<file path="config.mk">
export PLATFORM = sky130hd
export DESIGN_NAME = up_down_counter_mod_flat
export DESIGN_NICKNAME = d
export VERILOG_FILES = /design/src/rtl/up_down_counter_mod_if.sv /design/src/rtl/up_down_counter_mod.sv /design/src/flat_wrapper.sv
export SDC_FILE = /design/constraint.sdc
export NUM_CORES = 1
export LEC_CHECK = 0
export CORE_MARGIN = 2
export CORE_UTILIZATION = 48
export CTS_CLUSTER_DIAMETER = 40
export DETAILED_ROUTE_END_ITERATION = 6
export PLACE_DENSITY_LB_ADDON = 0.2
export SLEW_MARGIN = 20
export SYNTH_ARGS = -nofsm -noshare
export SYNTH_HDL_FRONTEND = slang
export SYNTH_SLANG_ARGS = --single-unit
export TNS_END_PERCENT = 50
</file>
<file path="constraint.sdc">
create_clock -name clk -period 6.1 [get_ports clk]
set_input_delay 1.525 -clock clk [delete_from_list [all_inputs] [get_ports clk]]
set_output_delay 1.525 -clock clk [all_outputs]
set_load 0.1 [all_outputs]
</file>
<file path="src/rtl/up_down_counter_mod_if.sv">
// ---------------------------------------------------------------------------
// up_down_counter_mod_if
// Purpose : Groups the control inputs and status outputs of the bounded
//           up/down counter into one bundle, so the counter and whatever
//           drives it share a single connection point.
// Signals : i_clear      sync clear of count and sticky flags
//           i_load       sync parallel load of i_loadVal
//           i_loadVal    value to load (clamped into the count range)
//           i_enable     count step enable
//           i_upDown     1 = count up, 0 = count down
//           i_satMode    1 = saturate at bounds, 0 = wrap between bounds
//           o_count      current count
//           o_atMax      count equals the upper bound
//           o_atMin      count equals the lower bound
//           o_wrapPulse  one-cycle pulse in the cycle after a wrap
//           o_ovfSticky  up-step was attempted at the upper bound
//           o_unfSticky  down-step was attempted at the lower bound
// Modports: master drives the controls (controller / testbench),
//           slave is the counter itself.
// ---------------------------------------------------------------------------
interface up_down_counter_mod_if #(
    parameter int WIDTH = 4
);
    logic             i_clear;
    logic             i_load;
    logic [WIDTH-1:0] i_loadVal;
    logic             i_enable;
    logic             i_upDown;
    logic             i_satMode;
    logic [WIDTH-1:0] o_count;
    logic             o_atMax;
    logic             o_atMin;
    logic             o_wrapPulse;
    logic             o_ovfSticky;
    logic             o_unfSticky;

    modport master (
        output i_clear, i_load, i_loadVal, i_enable, i_upDown, i_satMode,
        input  o_count, o_atMax, o_atMin, o_wrapPulse, o_ovfSticky, o_unfSticky
    );

    modport slave (
        input  i_clear, i_load, i_loadVal, i_enable, i_upDown, i_satMode,
        output o_count, o_atMax, o_atMin, o_wrapPulse, o_ovfSticky, o_unfSticky
    );
endinterface

</file>
<file path="src/rtl/up_down_counter_mod.sv">
// ---------------------------------------------------------------------------
// up_down_counter_mod
// Purpose : Bounded up/down counter over [MIN_VAL, MAX_VAL] with runtime
//           wrap/saturate selection, synchronous clear, clamped parallel
//           load, registered terminal-count flags, a registered wrap pulse
//           and sticky overflow/underflow flags. All outputs registered.
// Params  : WIDTH   counter width in bits (>= 2)
//           MIN_VAL lower bound of the count range
//           MAX_VAL upper bound; MIN_VAL < MAX_VAL <= 2**WIDTH-1
// Ports   : clk      rising-edge clock
//           reset_n  asynchronous active-low reset
//           bus      slave side of up_down_counter_mod_if (controls in,
//                    count and status flags out)
// ---------------------------------------------------------------------------
module up_down_counter_mod #(
    parameter int WIDTH   = 4,
    parameter int MIN_VAL = 0,
    parameter int MAX_VAL = 2**WIDTH - 1
) (
    input logic                  clk,
    input logic                  reset_n,
    up_down_counter_mod_if.slave bus
);

    localparam logic [WIDTH-1:0] L_MIN = WIDTH'(MIN_VAL);
    localparam logic [WIDTH-1:0] L_MAX = WIDTH'(MAX_VAL);

    logic [WIDTH-1:0] r_count;
    logic             r_atMax;
    logic             r_atMin;
    logic             r_wrapPulse;
    logic             r_ovfSticky;
    logic             r_unfSticky;

    logic [WIDTH-1:0] w_loadClamped;
    logic [WIDTH-1:0] w_nextCount;
    logic             w_nextWrap;
    logic             w_nextOvf;
    logic             w_nextUnf;

    // Load value is forced into the legal range so a bad load can never
    // push the count outside [MIN_VAL, MAX_VAL].
    always_comb begin
        w_loadClamped = bus.i_loadVal;
        if (bus.i_loadVal <= L_MIN) begin
            w_loadClamped = L_MIN;
        end else if (bus.i_loadVal >= L_MAX) begin
            w_loadClamped = L_MAX;
        end
    end

    // Next-state selection with priority clear > load > step > hold.
    // The bound is checked before stepping, so the WIDTH-bit add/subtract
    // never rolls over past 2**WIDTH; wrapping is done explicitly to the
    // opposite bound, and saturation simply keeps the current value.
    always_comb begin
        w_nextCount = r_count;
        w_nextWrap  = 1'b0;
        w_nextOvf   = r_ovfSticky;
        w_nextUnf   = r_unfSticky;
        if (bus.i_clear) begin
            w_nextCount = L_MIN;
            w_nextOvf   = 1'b0;
            w_nextUnf   = 1'b0;
        end else if (bus.i_load) begin
            w_nextCount = w_loadClamped;
        end else if (bus.i_enable) begin
            if (bus.i_upDown) begin
                if (r_count == L_MAX) begin
                    w_nextOvf = 1'b1;
                    if (!bus.i_satMode) begin
                        w_nextCount = L_MIN;
                        w_nextWrap  = 1'b1;
                    end
                end else begin
                    w_nextCount = r_count + WIDTH'(1);
                end
            end else begin
                if (r_count == L_MIN) begin
                    w_nextUnf = 1'b1;
                    if (!bus.i_satMode) begin
                        w_nextCount = L_MAX;
                        w_nextWrap  = 1'b1;
                    end
                end else begin
                    w_nextCount = r_count - WIDTH'(1);
                end
            end
        end
    end

    // State registers. The terminal-count flags are derived from the next
    // count so they always line up with the registered count value.
    always_ff @(posedge clk or negedge reset_n) begin
        if (!reset_n) begin
            r_count     <= L_MIN;
            r_atMax     <= 1'b0;
            r_atMin     <= 1'b1;
            r_wrapPulse <= 1'b0;
            r_ovfSticky <= 1'b0;
            r_unfSticky <= 1'b0;
        end else begin
            r_count     <= w_nextCount;
            r_atMax     <= (w_nextCount == L_MAX);
            r_atMin     <= (w_nextCount == L_MIN);
            r_wrapPulse <= w_nextWrap;
            r_ovfSticky <= w_nextOvf;
            r_unfSticky <= w_nextUnf;
        end
    end

    assign bus.o_count     = r_count;
    assign bus.o_atMax     = r_atMax;
    assign bus.o_atMin     = r_atMin;
    assign bus.o_wrapPulse = r_wrapPulse;
    assign bus.o_ovfSticky = r_ovfSticky;
    assign bus.o_unfSticky = r_unfSticky;

endmodule

</file>
<file path="src/flat_wrapper.sv">
// flat-port wrapper written by rule: the top's interface ports become plain ports
module up_down_counter_mod_flat 
#(
    parameter int WIDTH   = 4,
    parameter int MIN_VAL = 0,
    parameter int MAX_VAL = 2**WIDTH - 1
)
  (clk, reset_n, bus_i_clear, bus_i_load, bus_i_loadVal, bus_i_enable, bus_i_upDown, bus_i_satMode, bus_o_count, bus_o_atMax, bus_o_atMin, bus_o_wrapPulse, bus_o_ovfSticky, bus_o_unfSticky);
  up_down_counter_mod_if #(.WIDTH(WIDTH)) bus_i ();
  input logic clk;
  input logic reset_n;
  input wire logic [$bits(bus_i.i_clear)-1:0] bus_i_clear;
  input wire logic [$bits(bus_i.i_load)-1:0] bus_i_load;
  input wire logic [$bits(bus_i.i_loadVal)-1:0] bus_i_loadVal;
  input wire logic [$bits(bus_i.i_enable)-1:0] bus_i_enable;
  input wire logic [$bits(bus_i.i_upDown)-1:0] bus_i_upDown;
  input wire logic [$bits(bus_i.i_satMode)-1:0] bus_i_satMode;
  output wire logic [$bits(bus_i.o_count)-1:0] bus_o_count;
  output wire logic [$bits(bus_i.o_atMax)-1:0] bus_o_atMax;
  output wire logic [$bits(bus_i.o_atMin)-1:0] bus_o_atMin;
  output wire logic [$bits(bus_i.o_wrapPulse)-1:0] bus_o_wrapPulse;
  output wire logic [$bits(bus_i.o_ovfSticky)-1:0] bus_o_ovfSticky;
  output wire logic [$bits(bus_i.o_unfSticky)-1:0] bus_o_unfSticky;
  assign bus_i.i_clear = bus_i_clear;
  assign bus_i.i_load = bus_i_load;
  assign bus_i.i_loadVal = bus_i_loadVal;
  assign bus_i.i_enable = bus_i_enable;
  assign bus_i.i_upDown = bus_i_upDown;
  assign bus_i.i_satMode = bus_i_satMode;
  assign bus_o_count = bus_i.o_count;
  assign bus_o_atMax = bus_i.o_atMax;
  assign bus_o_atMin = bus_i.o_atMin;
  assign bus_o_wrapPulse = bus_i.o_wrapPulse;
  assign bus_o_ovfSticky = bus_i.o_ovfSticky;
  assign bus_o_unfSticky = bus_i.o_unfSticky;
  up_down_counter_mod #(.WIDTH(WIDTH), .MIN_VAL(MIN_VAL), .MAX_VAL(MAX_VAL)) u_core (.clk(clk), .reset_n(reset_n), .bus(bus_i));
endmodule
</file>
**Word level (Yosys, flattened, before mapping)**

Index checks and enable logic that the tools add are counted.

- Bits in registers: 9
- Input bits: 11
- Word-level logic and storage cells: 49

- Add/sub/neg operators: 2
- Order comparisons: 2
- Equal/unequal tests: 4
- Muxes and demuxes: 27
- Reduce and logical (&&, ||, !) cells: 8

Operator list:

| cell | count |
|---|---|
| $mux 4 | 10 |
| $mux 1 | 17 |
| $eq 4x4->1 const B | 2 |
| $logic_not 4->1 | 2 |
| $reduce_and 4->1 | 2 |
| $reduce_bool 2->1 | 4 |
| $add 4x1->4 const B | 1 |
| $ge 4x4->1 const B | 1 |
| $le 4x1->1 const B | 1 |
| $ne 2x2->1 const B | 2 |
| $sub 4x1->4 const B | 1 |

**Logic depth before layout (Yosys ltp)**

- Depth in word-level cells: 7
- Gate-level depth with buffers: 7

**Worst setup path after synthesis**

No wires, ideal clock.

- Path kind: input -> register
- Start point: input bus_i_upDown
- End point: register u_core.r_atMin (netlist: u_core.bus.o_atMin)
- Setup time: 90 ps
- Arrival: 2749 ps
- Required time: 6010 ps
- Path slack: 3261 ps
- Cell stages on the path: 5
- Buffers on the path: 0
- Cells stage by stage: or4b_4 > o211ai_2 > and4bb_1 > a2111oi_2 > nor4_2

- Cells in the longest elaborated chain, start to end: 5

Ends and longest elaborated chain:

| item | line | text |
|---|---|---|
| from (decl) | flat_wrapper.sv:16 | `input wire logic [$bits(bus_i.i_upDown)-1:0] bus_i_upDown;` |
| $mux 4 | up_down_counter_mod.sv:68 | `if (bus.i_upDown) begin` |
| $mux 4 | up_down_counter_mod.sv:67 | `end else if (bus.i_enable) begin` |
| $mux 4 | up_down_counter_mod.sv:65 | `end else if (bus.i_load) begin` |
| $mux 4 | up_down_counter_mod.sv:61 | `if (bus.i_clear) begin` |
| via u_core.w_nextCount[1] | up_down_counter_mod.sv:36 | `logic [WIDTH-1:0] w_nextCount;` |
| $logic_not 4->1 | up_down_counter_mod.sv:105 | `r_atMin <= (w_nextCount == L_MIN);` |
| to (signal assigned) | up_down_counter_mod.sv:105 |  |
| to (decl) | up_down_counter_mod.sv:30 | `logic r_atMin;` |

The timed path passes the listed nets, and every way through them passes these cells.
A chain may end at the register's enable or synchronous reset.

**Final worst setup path**

- Start point: register u_core.r_count[2] (netlist: u_core.bus.o_count[2])
- End point: output bus_o_count[2]

RTL lines:

| item | line | text |
|---|---|---|
| from (decl) | up_down_counter_mod.sv:28 | `logic [WIDTH-1:0] r_count;` |
| from (signal assigned) | up_down_counter_mod.sv:103 | `r_count <= w_nextCount;` |
| to (decl) | flat_wrapper.sv:18 | `output wire logic [$bits(bus_i.o_count)-1:0] bus_o_count;` |

No word-level cell between the ends.

==> metrics.log <==
[metrics] total detailed-routing wirelength: 1.596 mm
[metrics] total of fill cells in the finished design: 123
[metrics] power density of the placed cells: 212.7 nW/um2
[metrics] multi-input gate area in the final layout: 404.1 um2
[metrics] Max VDD drop: 0.0001924 V
[metrics] minimum clock period after layout: 3.623 ns
[metrics] count of buffering cells on the critical path with inverters included: 1
[metrics] length of routed wiring on met1: 674 um
[metrics] Critical Path Sink Type: primary output
[metrics] number of antenna cells inserted: 0
[metrics] Chip Width: 41.49 um
[metrics] input/output buffers: 19
[metrics] final non-filler cell total: 106
[metrics] final-layout setup total negative slack: 0 ns
[metrics] gr ovfl total: 0
[metrics] RR Endpoint: u_core.bus.o_atMin
[metrics] later-pin clock latency in the skew report: 0.27 ns
[metrics] Max stage delay cell, worst path: sky130_fd_sc_hd__clkdlybuf4s50_1
[metrics] path category of the worst min-delay check: reg -> reg
[metrics] effective utilization at floorplan: 51.83%
[metrics] share of the synthesized area in the top cell type: 29.68%
[metrics] total standard cell area after synthesis: 674.4 um2
[metrics] final setup skew: 0.002086 ns
[metrics] first-pass GRT wire length: 2.967 mm
[metrics] reported leakage power: 0.3463 nW
[metrics] proportion of synthesized area in mux cells: 1.484%
[metrics] met3 wire length: 140 um
[metrics] total CTS buffers: 3
[metrics] Req. time, crit path: 4.58 ns
[metrics] Post-Synthesis Cells: 72
[metrics] count of warnings emitted by yosys: 0
[metrics] destination of the critical timing path: bus_o_count[2]
[metrics] complex-gate fraction of the synthesized area: 25.05%
[metrics] Final setup viols: 0
[metrics] most frequently used flop master after synthesis: sky130_fd_sc_hd__dfrtp_1
[metrics] maximum cell stage delay along the critical path: 1.22 ns
[metrics] period utilization: 59.40%
[metrics] post-route worst hold slack: 0.5147 ns
[metrics] pin count of the biggest net entering global routing: 17
[metrics] Register Area: 226.5 um2
[metrics] TritonCTS clock tree: yes
[metrics] detailed router's first-iteration violation count: 18
[metrics] number of ports placed on the die boundary: 20
[metrics] CP startpoint: u_core.bus.o_count[2]
[metrics] vias post-DR: 653
[metrics] number of remaining DRC errors: 0
[metrics] total die area: 1721 um2
[metrics] quantity of hold-fixing buffers added after cts: 0
[metrics] final layout net count: 105
[metrics] kind of critical path: reg -> out
[metrics] synthesized-area fraction occupied by adder cells: 3.711%
[metrics] uppermost metal layer occupied by signal nets: met4
[metrics] setup repair after global routing missed its margin: false
[metrics] clock transition at the register clock pins on the worst setup and hold paths after CTS: 0.06 ns
[metrics] Routed Antenna Nets: 0
[metrics] status: complete, no violations
[metrics] flops & latches, synth: 9
[metrics] pin slew with the least headroom to its limit: 0.9782 ns
[metrics] number of cell rows: 13
[metrics] peak fanout along the critical path: 16
[metrics] area share of xor/xnor cells in the synthesized design: 0%
[metrics] routed wire length on met2: 751 um
[metrics] Slew Limit Headroom: 34.58%
[metrics] vias per cell: 6.160
[metrics] Die Height: 41.49 um
[metrics] largest family of logic cells by synthesized area: simple AND/OR/NAND/NOR gates
[metrics] final RePlAce weighted congestion: 0.8395
[metrics] R2R Path Start: u_core.bus.o_count[0]
[metrics] max-slew violation count: 0
[metrics] critical path, cell by cell: clkdlybuf4s50_1
[metrics] H-tree lvl count: 1
[metrics] post-CTS sizing: 0
[metrics] synth-to-layout area growth: 30.80%
[metrics] post-DP HPWL: 1.167 mm
[metrics] async set or reset register ratio after synthesis: 100.0%
[metrics] dominant cell by count in the synthesized netlist: sky130_fd_sc_hd__nor2_1
[metrics] sum of internal, switching and leakage power: 0.1876 mW
[metrics] number of enable-type register cells in the synthesized netlist: 0
[metrics] routed wirelength normalized by instance count: 15.06 um
[metrics] Clk Tree Root Cell: sky130_fd_sc_hd__clkbuf_4
[metrics] commonest cells in the netlist: 9 x sky130_fd_sc_hd__nor2_1, 8 x sky130_fd_sc_hd__dfrtp_1, 6 x sky130_fd_sc_hd__nand2_1, 4 x sky130_fd_sc_hd__a21oi_1, 4 x sky130_fd_sc_hd__inv_1
[metrics] Placed Instances: 102
[metrics] overall track demand over capacity in global routing: 22.23%
[metrics] count of unique library cells instantiated by Yosys: 37
[metrics] number of clock sinks seen by CTS: 9
[metrics] setup slack of the most critical reg-to-reg path: 3.85 ns
[metrics] setup repair bufs after CTS: 0
[metrics] antenna violations before repair: 0
[metrics] post-synthesis cell type with the largest combined area: sky130_fd_sc_hd__dfrtp_1
[metrics] cell count along the critical path: 1
[metrics] number of nets produced by synthesis: 85
[metrics] max-cap violation count: 0
[metrics] type of origin of the critical path: register
[metrics] number of detailed-route iterations in the first pass: 4
[metrics] average cell area after synthesis: 9.367 um2
[metrics] timing-limited maximum frequency: 0.2760 GHz
[metrics] total count of hold-check failures in the final report: 0
[metrics] dominant cells by area after synthesis: sky130_fd_sc_hd__dfrtp_1 30%, sky130_fd_sc_hd__nor2_1 5.0%, sky130_fd_sc_hd__a2111oi_4 4.1%
[metrics] sequential share of the synthesized area: 33.58%
[metrics] via count of the first global-routing pass: 621
[metrics] length in cells of the worst reg-to-reg path: 7
[metrics] share of layout cells above drive strength 1: 15.38%
[metrics] placeable core region: 1301 um2
[metrics] WP data arrival: 2.10 ns
[metrics] simple-gate portion of the synthesized area: 29.68%
[metrics] Longest Clk Path Bufs: 2
[metrics] family with the most delay on the worst path: buffers and inverters
[through the flow]
stage / setup WS [ns] / area (um2) / util, %
2_1_floorplan: 3.261 / 674.4 / -
3_3_place_gp: 2.573 / 854.6 / 65.67
3_5_place_dp: 2.529 / 854.6 / 65.67
4_1_cts: 2.495 / 882.1 / 67.79
5_1_grt: 2.425 / 882.1 / 67.79
6_report: 2.477 / 882.1 / 67.79
[cell type report]
class                      count  share of cell area, %
timing repair buffer          19                  21.56
sequential                     9                  25.67
tap                           15                  2.128
multi-input combinational     55                  45.82
clock inverter                 1                 0.5674
clock buffer                   3                  2.553
inverter                       4                  1.702
[sequential cells by signal, summed over array words and instances (netlist names)]
name	cells
u_core.bus.o_unfSticky	1
u_core.bus.o_atMax	1
u_core.bus.o_wrapPulse	1
u_core.bus.o_ovfSticky	1
u_core.bus.o_atMin	1
u_core.bus.o_count	4
[cell families after synthesis]
logic type               after synthesis
AND/OR/NAND/NOR                       33
buffers and inverters                  8
multiplexers                           1
adder cells (fa/ha/maj)                2
flip-flops                             9
AO/OA/AOI/OAI                         19
[power by group]
| part | internal (mW) | leakage (nW) | switching [mW] |
|---|---|---|---|
| Clock | 0.0243 | 0.0177 | 0.0222 |
| Combinational | 0.0244 | 0.211 | 0.0464 |
| Sequential | 0.0637 | 0.118 | 0.00668 |
[worst min-delay path by stage]
stage,from,cells after the start,end,slack [ns]
detailed placement,u_core.bus.o_unfSticky,2,u_core.bus.o_unfSticky,0.49
global placement,u_core.bus.o_unfSticky,2,u_core.bus.o_unfSticky,0.49
finish,u_core.bus.o_ovfSticky,2,u_core.bus.o_ovfSticky,0.51
global route,u_core.bus.o_unfSticky,2,u_core.bus.o_unfSticky,0.53
CTS,u_core.bus.o_unfSticky,2,u_core.bus.o_unfSticky,0.51
floorplan,u_core.bus.o_unfSticky,2,u_core.bus.o_unfSticky,1.00
[routing by layer]
layer / global-route usage [%] / vias to the layer above
met5: 0 / -
met4: 8.387 / 0
met3: 6.957 / 6
met2: 33.13 / 37
met1: 30.17 / 301
li1: - / 309
[cell usage in the layout (no fill, tap or decap), drive strengths merged, types with 2 or more instances in the layout]
cell	synthesis	routed
clkbuf	0	3
nor4	2	2
a21oi	5	5
a2111oi	3	3
a31oi	2	2
dfrtp	8	8
nand2	6	6
nand2b	3	3
nand3	2	2
nor2b	2	2
o21ai	2	2
ha	2	2
inv	4	4
nand4	2	2
nor2	9	9
o211ai	2	2
o311a	2	2
or4b	2	2
clkdlybuf4s50	0	19
No activity file was read; power rests on OpenSTA's default activity.
